### src/rtl/battle_encounter_ctrl.sv
// Wild-encounter controller: counts grass steps, rolls an LFSR for encounters,
// and sequences OVERWORLD -> INTRO -> BATTLE -> COOLDOWN for the map scroller.
module battle_encounter_ctrl #(
   parameter logic [3:0]  GRASS_INDEX     = 4'd13,
   parameter logic [5:0]  STEP_THRESH     = 6'd32,
   parameter logic [8:0]  ENCOUNTER_PROB  = 9'd64,
   parameter logic [7:0]  INTRO_FRAMES    = 8'd60,
   parameter logic [7:0]  COOLDOWN_FRAMES = 8'd120,
   parameter logic [7:0]  RUN_KEY         = 8'h15,
   parameter logic [15:0] LFSR_SEED       = 16'hACE1
) (
   input  logic       frame_clk,
   input  logic       Reset,
   input  logic [7:0] keycode,
   input  logic [9:0] FrameX,
   input  logic [9:0] FrameY,
   input  logic [3:0] pelette_index,
   output logic [1:0] battle_bit,
   output logic       encounter_pulse,
   output logic [7:0] anim_count,
   output logic [5:0] step_count
);

   localparam int unsigned POS_W  = 10;
   localparam int unsigned STEP_W = 6;
   localparam int unsigned ANIM_W = 8;
   localparam int unsigned LFSR_W = 16;

   typedef enum logic [1:0] {
      ST_OVERWORLD = 2'd0,
      ST_INTRO     = 2'd1,
      ST_BATTLE    = 2'd2,
      ST_COOLDOWN  = 2'd3
   } state_e;

   state_e              state_q, state_d;
   logic [STEP_W-1:0]   step_q, step_d;
   logic [ANIM_W-1:0]   anim_q, anim_d;
   logic                pulse_q, pulse_d;
   logic [LFSR_W-1:0]   lfsr_q, lfsr_d;
   logic [POS_W-1:0]    prev_x_q, prev_y_q;

   logic moved;
   logic step;
   logic roll_hit;

   // Movement detection, grass qualification and the encounter roll on the pre-shift LFSR
   always_comb begin
      moved    = (FrameX != prev_x_q) || (FrameY != prev_y_q);
      step     = moved && (pelette_index == GRASS_INDEX);
      roll_hit = {1'b0, lfsr_q[7:0]} < ENCOUNTER_PROB;
      lfsr_d   = {lfsr_q[0] ^ lfsr_q[2] ^ lfsr_q[3] ^ lfsr_q[5], lfsr_q[LFSR_W-1:1]};
   end

   // Next-state logic for the encounter sequencer and its counters
   always_comb begin
      state_d = state_q;
      step_d  = step_q;
      anim_d  = anim_q;
      pulse_d = 1'b0;
      unique case (state_q)
         ST_OVERWORLD: begin
            anim_d = '0;
            if (step) begin
               if (step_q >= STEP_THRESH - 6'd1) begin
                  step_d = '0;
                  if (roll_hit) begin
                     state_d = ST_INTRO;
                     pulse_d = 1'b1;
                  end
               end else begin
                  step_d = step_q + STEP_W'(1);
               end
            end
         end
         ST_INTRO: begin
            if (anim_q == INTRO_FRAMES - 8'd1) begin
               state_d = ST_BATTLE;
               anim_d  = '0;
            end else begin
               anim_d = anim_q + ANIM_W'(1);
            end
         end
         ST_BATTLE: begin
            anim_d = '0;
            if (keycode == RUN_KEY) begin
               state_d = ST_COOLDOWN;
            end
         end
         ST_COOLDOWN: begin
            if (anim_q == COOLDOWN_FRAMES - 8'd1) begin
               state_d = ST_OVERWORLD;
               anim_d  = '0;
            end else begin
               anim_d = anim_q + ANIM_W'(1);
            end
         end
         default: state_d = ST_OVERWORLD;
      endcase
   end

   // State and counter registers; reset samples the current scroll position
   always_ff @(posedge frame_clk) begin
      if (Reset) begin
         state_q  <= ST_OVERWORLD;
         step_q   <= '0;
         anim_q   <= '0;
         pulse_q  <= 1'b0;
         lfsr_q   <= LFSR_SEED;
         prev_x_q <= FrameX;
         prev_y_q <= FrameY;
      end else begin
         state_q  <= state_d;
         step_q   <= step_d;
         anim_q   <= anim_d;
         pulse_q  <= pulse_d;
         lfsr_q   <= lfsr_d;
         prev_x_q <= FrameX;
         prev_y_q <= FrameY;
      end
   end

   assign battle_bit      = state_q;
   assign encounter_pulse = pulse_q;
   assign anim_count      = anim_q;
   assign step_count      = step_q;

endmodule

### config.mk
export PLATFORM = sky130hd
export DESIGN_NAME = battle_encounter_ctrl
export DESIGN_NICKNAME = d
export VERILOG_FILES = /design/src/rtl/battle_encounter_ctrl.sv
export SDC_FILE = /design/constraint.sdc
export NUM_CORES = 1
export LEC_CHECK = 0
export CORE_MARGIN = 2
export CORE_UTILIZATION = 54
export CTS_BUF_LIST = sky130_fd_sc_hd__clkbuf_2 sky130_fd_sc_hd__clkbuf_4 sky130_fd_sc_hd__clkbuf_8
export DETAILED_ROUTE_END_ITERATION = 10
export PLACE_DENSITY = 0.87
export SLEW_MARGIN = 20
export SYNTH_ARGS = -nofsm -noshare
export SYNTH_HDL_FRONTEND = slang
export SYNTH_SLANG_ARGS = --single-unit
### constraint.sdc
create_clock -name frame_clk -period 5.05 [get_ports frame_clk]
set_clock_uncertainty 0.2 [all_clocks]
set_input_delay 1.515 -clock frame_clk [delete_from_list [all_inputs] [get_ports frame_clk]]
set_output_delay 1.515 -clock frame_clk [all_outputs]
set_load 0.02 [all_outputs]
==> results.md, run 1 <==
* Setup TNS Final at 0 ps
* TritonCTS clock tree: yes
* Total CTS buffers at 5
* Chip width at 64.6 microns
* Slowest CP cell: o311a_1
* Final Hold Vio Count at 0
* Sw Ratio at 21.3%
* Synth Instances at 181
* Vias in the first global route at ~1400
* CP endpoint kind: flip-flop
* Area Overhead vs Synth at 33.4%
* Sw Pwr at 180 uW
* Max-cap violations at 0
* Yosys reg bits at 53
* Setup violators final at 0
* Crit path buffers/inverters at 1
* First-pass GRT wire length at 5950 microns
* Worst vdd ir at around 0.00022 V
* # rows at 22
* Ports at 51
* Seq/Total Area, Yosys at 53.5%
* Vias per cell at 5.07
* Clock period minus final worst setup slack at 3490 ps
* CTS root buf: clkbuf_8
* Sequential share of power at 53.4%
* Distinct cells, synth at 38
* Power Density at approximately 320 nW/um^2
* Worst Path Arrival at about 3500 ps
* DRT Pass-1 Iters at 4
* Hold path cells at 1
* CP Max Fanout at 10
* Placer Congestion at ~0.73
* Status: completed
* Initial detailed-routing violation count at 65
* Crit Path Category: in -> reg
* DRC viols at 0
* Max_slew headroom at 47.0%
* Actual slew at the worst max-slew pin at 793 ps
* CP startpoint kind: primary input
* Worst min-delay path category: reg -> reg
* Final WS setup at 1560 ps
* DR vias at 1439
* Leak Pwr at 0.000991 uW
* Min-delay src: lfsr_q[1]
* Register-to-Register Path Depth at 6
* Final count of pins violating max slew at 0
* Syn_nets at 222
* # hold bufs at CTS at 0
* Final WL at 3620 microns
* Critical Path RT at 5050 ps
* WP depth at 7
* Clock share of power at 35.0%
* F_max at about 290 MHz
* Synthesized area at 1980 sq um
* # diodes at 0
* Worst r2r src: anim_count[0]
* Synthesized area per cell at 10.9 sq um
* Fraction of layout cells with a size suffix above 1 at 7.63%
* Port Buf Inserts at 50
* Chip height at 64.6 microns
* Pint at roughly 660 uW
* Clk_lat worst skew at 300 ps
* GRT Util Overall at 18.6%
* Clk buf depth at 2
* Pwr Total at about 840 uW
* Setup crit start: FrameY[8]
* GR Overflow Total at 0
* WL/cell at 12.7 microns
* Initial antenna violation count at 0
* Family with the most delay on the worst path: compound AO/OA/AOI/OAI gates
* Nets at 276
* Die area at 4170 sq um
* CP Cell Sequence: clkdlybuf4s50_1 -> xor2_1 -> nor4_1 -> nand3_1 -> o311a_1 -> o21a_1 -> o32ai_2
* Worst path max stage delay at 510 ps
* Starting density of the core at between 50% and 60%
* Clock H-tree levels at 2
* Comb power frac at 11.6%
* RSZ-0062 raised after global routing: false
* Dpl hpwl at 2670 microns
* Pin count of the biggest net entering global routing at 25
* Most frequent cells in the layout: 53 x dfxtp_1, 50 x clkdlybuf4s50_1, 18 x xor2_1, 11 x nand3_1, 10 x xnor2_1
* Clock-pin slew on the worst setup and hold paths at 90 ps
* Place WS at 1250 ps
* Final ANT Viol Nets at 0
* Clock sinks at 53
* Yosys warning total at 0
* Core Area at 3610 sq um
* Tcrit/Tclk final at 69.1%
* Post_cts resized at 0
* Commonest non-fill, non-tap cell in the layout: dfxtp_1
* Setup Buffers After CTS at 0
-- power groups by stage --
stage / Sequential (uW) / Clock [uW] / Combinational (uW)
final: 450 / 295 / 97.6
after global routing: 453 / 315 / 108
after CTS: 450 / 300 / 98.6
after detailed placement: 460 / 0 / 97.7
after global placement: 460 / 0 / 95.6
after floorplan: 462 / 0 / 48.8
-- kinds of logic (layout without fill, tap and decap cells) --
group | after synthesis | after routing | synth area share (%)
xor+xnor | 28 | 28 | 12.4
simple gates | 61 | 61 | 17.7
compound gates | 20 | 20 | 8.71
flops | 53 | 53 | 53.5
mux | 2 | 2 | 1.01
buf+inv | 10 | 65 | 2.27
fa+ha+maj | 7 | 7 | 4.42
-- worst paths after layout --
check,to,slack [ps]
setup / recovery,step_count[4],1560
hold / removal,lfsr_q[0],210
setup reg to reg,battle_bit[0],2860
hold reg to reg,lfsr_q[0],210
-- final cells by class --
class                   instances  area (sq um)
multi-input cells             118           876
repair buffers                 50           500
clock buffers                   7          90.1
well taps                      48          60.1
inverters                       7          26.3
clock inverters                 1          30.0
flip-flops and latches         53          1060
fillers                       254           962
-- synth_stat cells --
cell type / instances / area share, %
inv_1: 7 / 1.3
nor4b_1: 3 / 1.3
nor2b_1: 8 / 2.5
and3_1: 4 / 1.3
and4b_1: 1 / 0.51
a21oi_1: 4 / 1.0
clkbuf_1: 2 / 0.38
nand3_1: 11 / 2.8
o21a_1: 2 / 0.76
nor4bb_1: 1 / 0.51
o41a_1: 1 / 0.57
o311a_1: 1 / 0.51
a21o_1: 1 / 0.38
nor4_1: 3 / 0.95
nand2b_1: 3 / 0.95
o21ai_1: 1 / 0.25
o311ai_0: 1 / 0.44
buf_6: 1 / 0.57
nor3_1: 1 / 0.25
mux2i_1: 2 / 1.0
dfxtp_1: 53 / 54
o32ai_2: 3 / 2.5
a221o_1: 1 / 0.51
and4_1: 1 / 0.44
nand2_1: 6 / 1.1
xnor2_1: 10 / 4.4
ha_1: 7 / 4.4
a2111oi_0: 1 / 0.44
a21boi_1: 1 / 0.38
or2_2: 7 / 2.2
o22ai_1: 1 / 0.32
and2_1: 1 / 0.32
nand3b_1: 1 / 0.38
a31oi_1: 1 / 0.32
nor2_1: 8 / 1.5
a211oi_1: 1 / 0.38
nand4_1: 2 / 0.63
xor2_1: 18 / 8.0
-- state kept, by name, indices dropped and copies added (netlist names) --
register and count:
anim_count 8, battle_bit 2, encounter_pulse 1, lfsr_q 16
prev_x_q 10, prev_y_q 10, step_count 6
-- stage by stage --
step | instance area (sq um) | hold WS, ps | std cells | utilization (%)
finish | 2640 | 209 | 284 | 73.3
global route | 2640 | 232 | 284 | 73.3
floorplan | 1980 | 189 | 181 | -
CTS | 2640 | 217 | 284 | 73.3
global placement | 2520 | 192 | 276 | 70.0
detailed placement | 2520 | 202 | 276 | 70.0
-- per-layer routing --
| metal | wire, microns | part of all wire (%) | GRT usage (%) | vias to the layer above |
|---|---|---|---|---|
| met3 | 143 | 4.0 | 4.51 | 14 |
| met5 | 0 | 0 | 0 | - |
| li1 | - | - | - | 738 |
| met2 | 1820 | 50 | 31.8 | 44 |
| met1 | 1530 | 42 | 21.1 | 643 |
| met4 | 124 | 3.4 | 10.9 | 0 |
(Power assumes the default switching activity.)
==> inputs of run 2 (changes only) <==
--- a/config.mk
+++ b/config.mk
@@ -6,10 +6,10 @@
 export NUM_CORES = 1
 export LEC_CHECK = 0
 export CORE_MARGIN = 2
-export CORE_UTILIZATION = 54
+export CORE_UTILIZATION = 45
 export CTS_BUF_LIST = sky130_fd_sc_hd__clkbuf_2 sky130_fd_sc_hd__clkbuf_4 sky130_fd_sc_hd__clkbuf_8
 export DETAILED_ROUTE_END_ITERATION = 10
-export PLACE_DENSITY = 0.87
+export PLACE_DENSITY = 0.77
 export SLEW_MARGIN = 20
 export SYNTH_ARGS = -nofsm -noshare
 export SYNTH_HDL_FRONTEND = slang
==> constraint.sdc (replaced) <==
create_clock -name frame_clk -period 3.2 [get_ports frame_clk]
set_clock_uncertainty 0.2 [all_clocks]
set_input_delay 0.96 -clock frame_clk [delete_from_list [all_inputs] [get_ports frame_clk]]
set_output_delay 0.96 -clock frame_clk [all_outputs]
set_load 0.02 [all_outputs]
==> run 2 against run 1 <==
Net effect:
- total power is 47% higher
- die area is 19% higher
- via count is 0.69% lower
- sequential share of layout area is 0.27 points higher
- largest power group unchanged
- highest routed layer unchanged
==> results.md, run 2 (synthesized netlist as in run 1, its figures left out) <==
* DR vias at 1429
* Dpl hpwl at 2690 microns
* WHS at 206 ps
* Pin count of the biggest net entering global routing at 21
* Clock-pin slew on the worst setup and hold paths at roughly 100 ps
* Final WS setup at 284 ps
* Sw Ratio at around 24%
* Clock H-tree levels at 2
* Chip width at 70.4 microns
* # hold bufs at CTS at 0
* Initial antenna violation count at 0
* RSZ-0062 raised after global routing: false
* Final instance count without filler cells at slightly below 300
* CTS root buf: clkbuf_8
* Total CTS buffers at 5
* Biggest register: lfsr_q
* Worst min-delay path category: reg -> reg
* Clk buf depth at 2
* Sequential share of power at 57.1%
* Max FFs per register at 16
* Commonest non-fill, non-tap cell in the layout: dfxtp_1
* Die area at 4950 sq um
* Initial detailed-routing violation count at 62
* Clock period minus final worst setup slack at 2920 ps
* Most frequent cells in the layout: 53 x dfxtp_1, 50 x clkdlybuf4s50_1, 18 x xor2_1, 11 x nand3_1, 10 x xnor2_1
* CP startpoint kind: primary input
* Final Hold Vio Count at 0
* Sw Pwr at 303 uW
* GRT Util Overall at between 10% and 20%
* Final ANT Viol Nets at 0
* Setup Buffers After CTS at 0
* First-pass GRT wire length at 5980 microns
* Vias per cell at 4.94
* CP Max Fanout at 10
* Starting density of the core at 46.2%
* DRT Pass-1 Iters at 5
* # rows at 24
* Vias in the first global route at 1370
* WL/cell at 12.0 microns
* Power Density at between 400 and 500 nW/um^2
* Clk_lat worst skew at 310 ps
* Clock sinks at 53
* Post_cts resized at 0
* Ports at 51
* Fraction of layout cells with a size suffix above 1 at 8.02%
* GR Overflow Total at 0
* Area Overhead vs Synth at 32.5%
* Nets at 277
* Worst Path Arrival at 2940 ps
* # diodes at 0
* Worst vdd ir at between 0.0003 and 0.0004 V
* DRC viols at 0
* CP endpoint kind: flip-flop
* Place WS at -53.6 ps
* Final count of pins violating max slew at 0
* Setup violators final at 0
* Chip height at 70.4 microns
* Actual slew at the worst max-slew pin at 487 ps
* F_max at 343 MHz
* Crit Path Category: in -> reg
* Pint at 939 uW
* Core Area at 4290 sq um
* Status: completed
* Tcrit/Tclk final at 91.1%
* Critical Path RT at 3230 ps
* Max_slew headroom at around 67%
* TritonCTS clock tree: yes
* Port Buf Inserts at 50
* Post-placement cell count at 281
* Leak Pwr at a little under 0.001 uW
* Comb power frac at 12.5%
* Clock share of power at between 30% and 40%
* Top flop regs: lfsr_q (16), prev_x_q (10), prev_y_q (10)
* Placer Congestion at 0.779
* Final WL at 3480 microns
* Max-cap violations at 0
[run 2: changes by cell type in the layout (fill, tap and decap cells not counted), sizes merged]
cell	delta
buf	+1
bufinv	-1
clkbuf	-2
clkinv	+1
clkinvlp	+1
inv	+1
[run 2: per-stage QoR]
step                      util [%]  setup TNS, ps  area, sq um  total power [uW]
after floorplan                  -              0         1980               807
after global placement        59.1          -27.7         2540               877
after detailed placement      59.1          -87.7         2540               882
after CTS                     61.2              0         2630              1260
after global routing          61.2              0         2630              1300
final                         61.2              0         2630              1240
[run 2: critical path, cell delays in order]
cell             delay (ps)
clkdlybuf4s50_1         450
xor2_1                  160
nor4_1                  330
nand3_1                 150
o311a_1                 510
a21boi_1                190
o32ai_2                 210
[run 2: final timing paths]
kind | start | to | slack [ps] | cells past startpoint
hold reg to reg | lfsr_q[8] | lfsr_q[7] | 210 | 1
setup reg to reg | anim_count[0] | battle_bit[0] | 1060 | 6
setup / recovery | FrameX[4] | step_count[3] | 280 | 7
hold / removal | lfsr_q[8] | lfsr_q[7] | 210 | 1
[run 2: power by group through the flow]
stage	clock network, uW	logic (uW)	registers (uW)
3_5_place_dp	0	157	725
6_report	378	155	710
4_1_cts	392	157	710
2_1_floorplan	0	77.0	730
5_1_grt	413	171	714
3_3_place_gp	0	153	725
[run 2: cell type report]
class	instances	area, sq um
Sequential cell	53	1060
Inverter	7	26.3
Clock buffer	5	68.8
Fill cell	378	1670
Multi-Input combinational cell	118	876
Clock inverter	3	21.3
Tap cell	52	65.1
Timing Repair Buffer	51	508
[run 2: per-layer routing]
metal  vias to the layer above  track usage, %  part of all wire, %
met5                         -               0                    0
met4                         0            7.05                  2.0
met3                         7            4.91                  5.4
met2                        31            26.3                   50
met1                       661            17.5                   43
li1                        730               -                    -
==> inputs of run 3 (changes only) <==
--- a/config.mk
+++ b/config.mk
@@ -5,11 +5,13 @@
 export SDC_FILE = /design/constraint.sdc
 export NUM_CORES = 1
 export LEC_CHECK = 0
+export CELL_PAD_IN_SITES_DETAIL_PLACEMENT = 1
+export CELL_PAD_IN_SITES_GLOBAL_PLACEMENT = 1
 export CORE_MARGIN = 2
-export CORE_UTILIZATION = 45
+export CORE_UTILIZATION = 35
 export CTS_BUF_LIST = sky130_fd_sc_hd__clkbuf_2 sky130_fd_sc_hd__clkbuf_4 sky130_fd_sc_hd__clkbuf_8
 export DETAILED_ROUTE_END_ITERATION = 10
-export PLACE_DENSITY = 0.77
+export PLACE_DENSITY_LB_ADDON = 0.1
 export SLEW_MARGIN = 20
 export SYNTH_ARGS = -nofsm -noshare
 export SYNTH_HDL_FRONTEND = slang
==> run 3 against run 2 <==
Net effect:
- utilization is 13 points lower
- total power is 0.58% higher
- sequential share of layout area is 0.49 points lower
- first-iteration DRC count is 52% lower
- maximum frequency is 0.95% lower
- cell area is 1.2% higher
- clock power hardly changed
- non-clock buffer count is 1 higher
- largest cell class unchanged
- hold slack better by 16 ps
- critical path type unchanged
- worst setup slack worse by 28 ps
==> results.md, run 3 (synthesized netlist as in run 1, its figures left out) <==
* Clock-pin slew on the worst setup and hold paths at 100 ps
* Final count of pins violating max slew at 0
* Reg-to-reg slack, setup at 940 ps
* RSZ-0062 raised after global routing: false
* Area Overhead vs Synth at 34.2%
* Post-placement cell count at between 300 and 400
* Core Area at 5470 sq um
* Worst vdd ir at 0.000221 V
* Chip height at 79.3 microns
* # hold bufs at CTS at 0
* Starting density of the core at between 30 and 40%
* Fraction of layout cells with a size suffix above 1 at under 10%
* CP endpoint kind: flip-flop
* Tcrit/Tclk final at 92.0%
* Ports at 51
* Clock period minus final worst setup slack at 2940 ps
* Worst min-delay path category: reg -> reg
* CP startpoint kind: primary input
* Biggest register: lfsr_q
* Actual slew at the worst max-slew pin at 540 ps
* WL/cell at 13.5 microns
* Port Buf Inserts at 50
* DRT Pass-1 Iters at 4
* Slowest CP cell: o311a_1
* GRT Util Overall at 14.1%
* Leak Pwr at 0.000983 uW
* Setup violators final at 0
* Final instance count without filler cells at 310
* # diodes at 0
* Vias in the first global route at 1553
* Setup Buffers After CTS at 0
* Crit path buffers/inverters at 1
* Max FFs per register at 16
* Critical Path RT at 3230 ps
* Total CTS buffers at 5
* Crit Path Category: in -> reg
* Placer Congestion at 0.837
* Worst path max stage delay at 500 ps
* Family with the most delay on the worst path: compound AO/OA/AOI/OAI gates
* Initial detailed-routing violation count at 30
* Top flop regs: lfsr_q (16), prev_x_q (10), prev_y_q (10)
* TritonCTS clock tree: yes
* CP Max Fanout at 10
* Final Hold Vio Count at 0
* Chip width at 79.3 microns
* Clk_lat worst skew at 300 ps
* Dpl hpwl at about 3300 microns
* Final ANT Viol Nets at 0
* WHS at 222 ps
* Clock sinks at 53
* Commonest non-fill, non-tap cell in the layout: dfxtp_1
* Final core utilization at 48.6%
* Max_slew headroom at 63.7%
* CTS root buf: clkbuf_8
* Vias per cell at about 4.8
* Initial antenna violation count at 0
* CP Cell Sequence: clkdlybuf4s50_1 -> xor2_1 -> nor4_1 -> nand3_1 -> o311a_1 -> a21boi_1 -> o32ai_2
* Clk buf depth at 2
* Die area at 6280 sq um
* Most frequent cells in the layout: 53 x dfxtp_1, 50 x clkdlybuf4s50_1, 18 x xor2_1, 11 x nand3_1, 10 x xnor2_1
* # rows at 27
* First-pass GRT wire length at between 6000 and 7000 microns
* Nets at 278
* DR vias at 1478
* Worst Path Arrival at 2970 ps
* Setup TNS Final at 0 ps
* GR Overflow Total at 0
* Max-cap violations at 0
* Power Density at between 400 and 500 nW/um^2
* DRC viols at 0
* Final WL at ~4200 microns
* Pin count of the biggest net entering global routing at 18
* Post_cts resized at 0
* Clock H-tree levels at 2
* F_max at 340 MHz
* Status: completed
[run 3: changes by cell type in the layout (fill, tap and decap cells not counted)]
cell,before,now
buf_4,1,2
[run 3: final cells by class]
cell class / count / area (sq um)
sequential: 53 / 1060
clock buffer: 5 / 68.8
clock inverter: 3 / 21.3
timing repair buffer: 52 / 515
inverter: 7 / 26.3
tap: 72 / 90.1
fill: 613 / 2810
multi-input combinational: 118 / 876
[run 3: worst register-to-register path, cell delays in order (launching register included)]
cell and delay (ps):
dfxtp_1 390, ha_1 280, nor4b_1 370, nand2_1 140, a221o_1 380, a21o_1 180
a211oi_1 240
[run 3: power breakdown]
group / total, uW / leakage [uW] / switching (uW) / internal (uW)
sequential: 711 / 0.000439 / 18.5 / 693
clock: 378 / 0.0000445 / 223 / 156
combinational: 161 / 0.000499 / 68.1 / 92.4
total: 1250 / 0.000983 / 309 / 941
[run 3: worst paths after layout]
path	start	to	depth (start not counted)
worst max-delay path	FrameY[5]	step_count[3]	7
worst min-delay path	lfsr_q[1]	lfsr_q[0]	1
worst max register to register	anim_count[0]	battle_bit[0]	6
worst min register to register	lfsr_q[1]	lfsr_q[0]	1
[run 3: metal layers]
layer	vias to the layer above	track usage [%]	share of wire (%)
met5	-	0	0
met4	0	3.62	0.94
met3	5	3.75	3.7
met2	33	26.8	54
met1	701	15.4	41
li1	739	-	-
[run 3: stage by stage]
step           instance area (sq um)  power, uW  setup WS [ps]
6_report                        2660       1250            256
3_5_place_dp                    2570        890          -99.6
2_1_floorplan                   1980        807            654
4_1_cts                         2660       1270            237
5_1_grt                         2660       1310            141
3_3_place_gp                    2570        879         -0.664
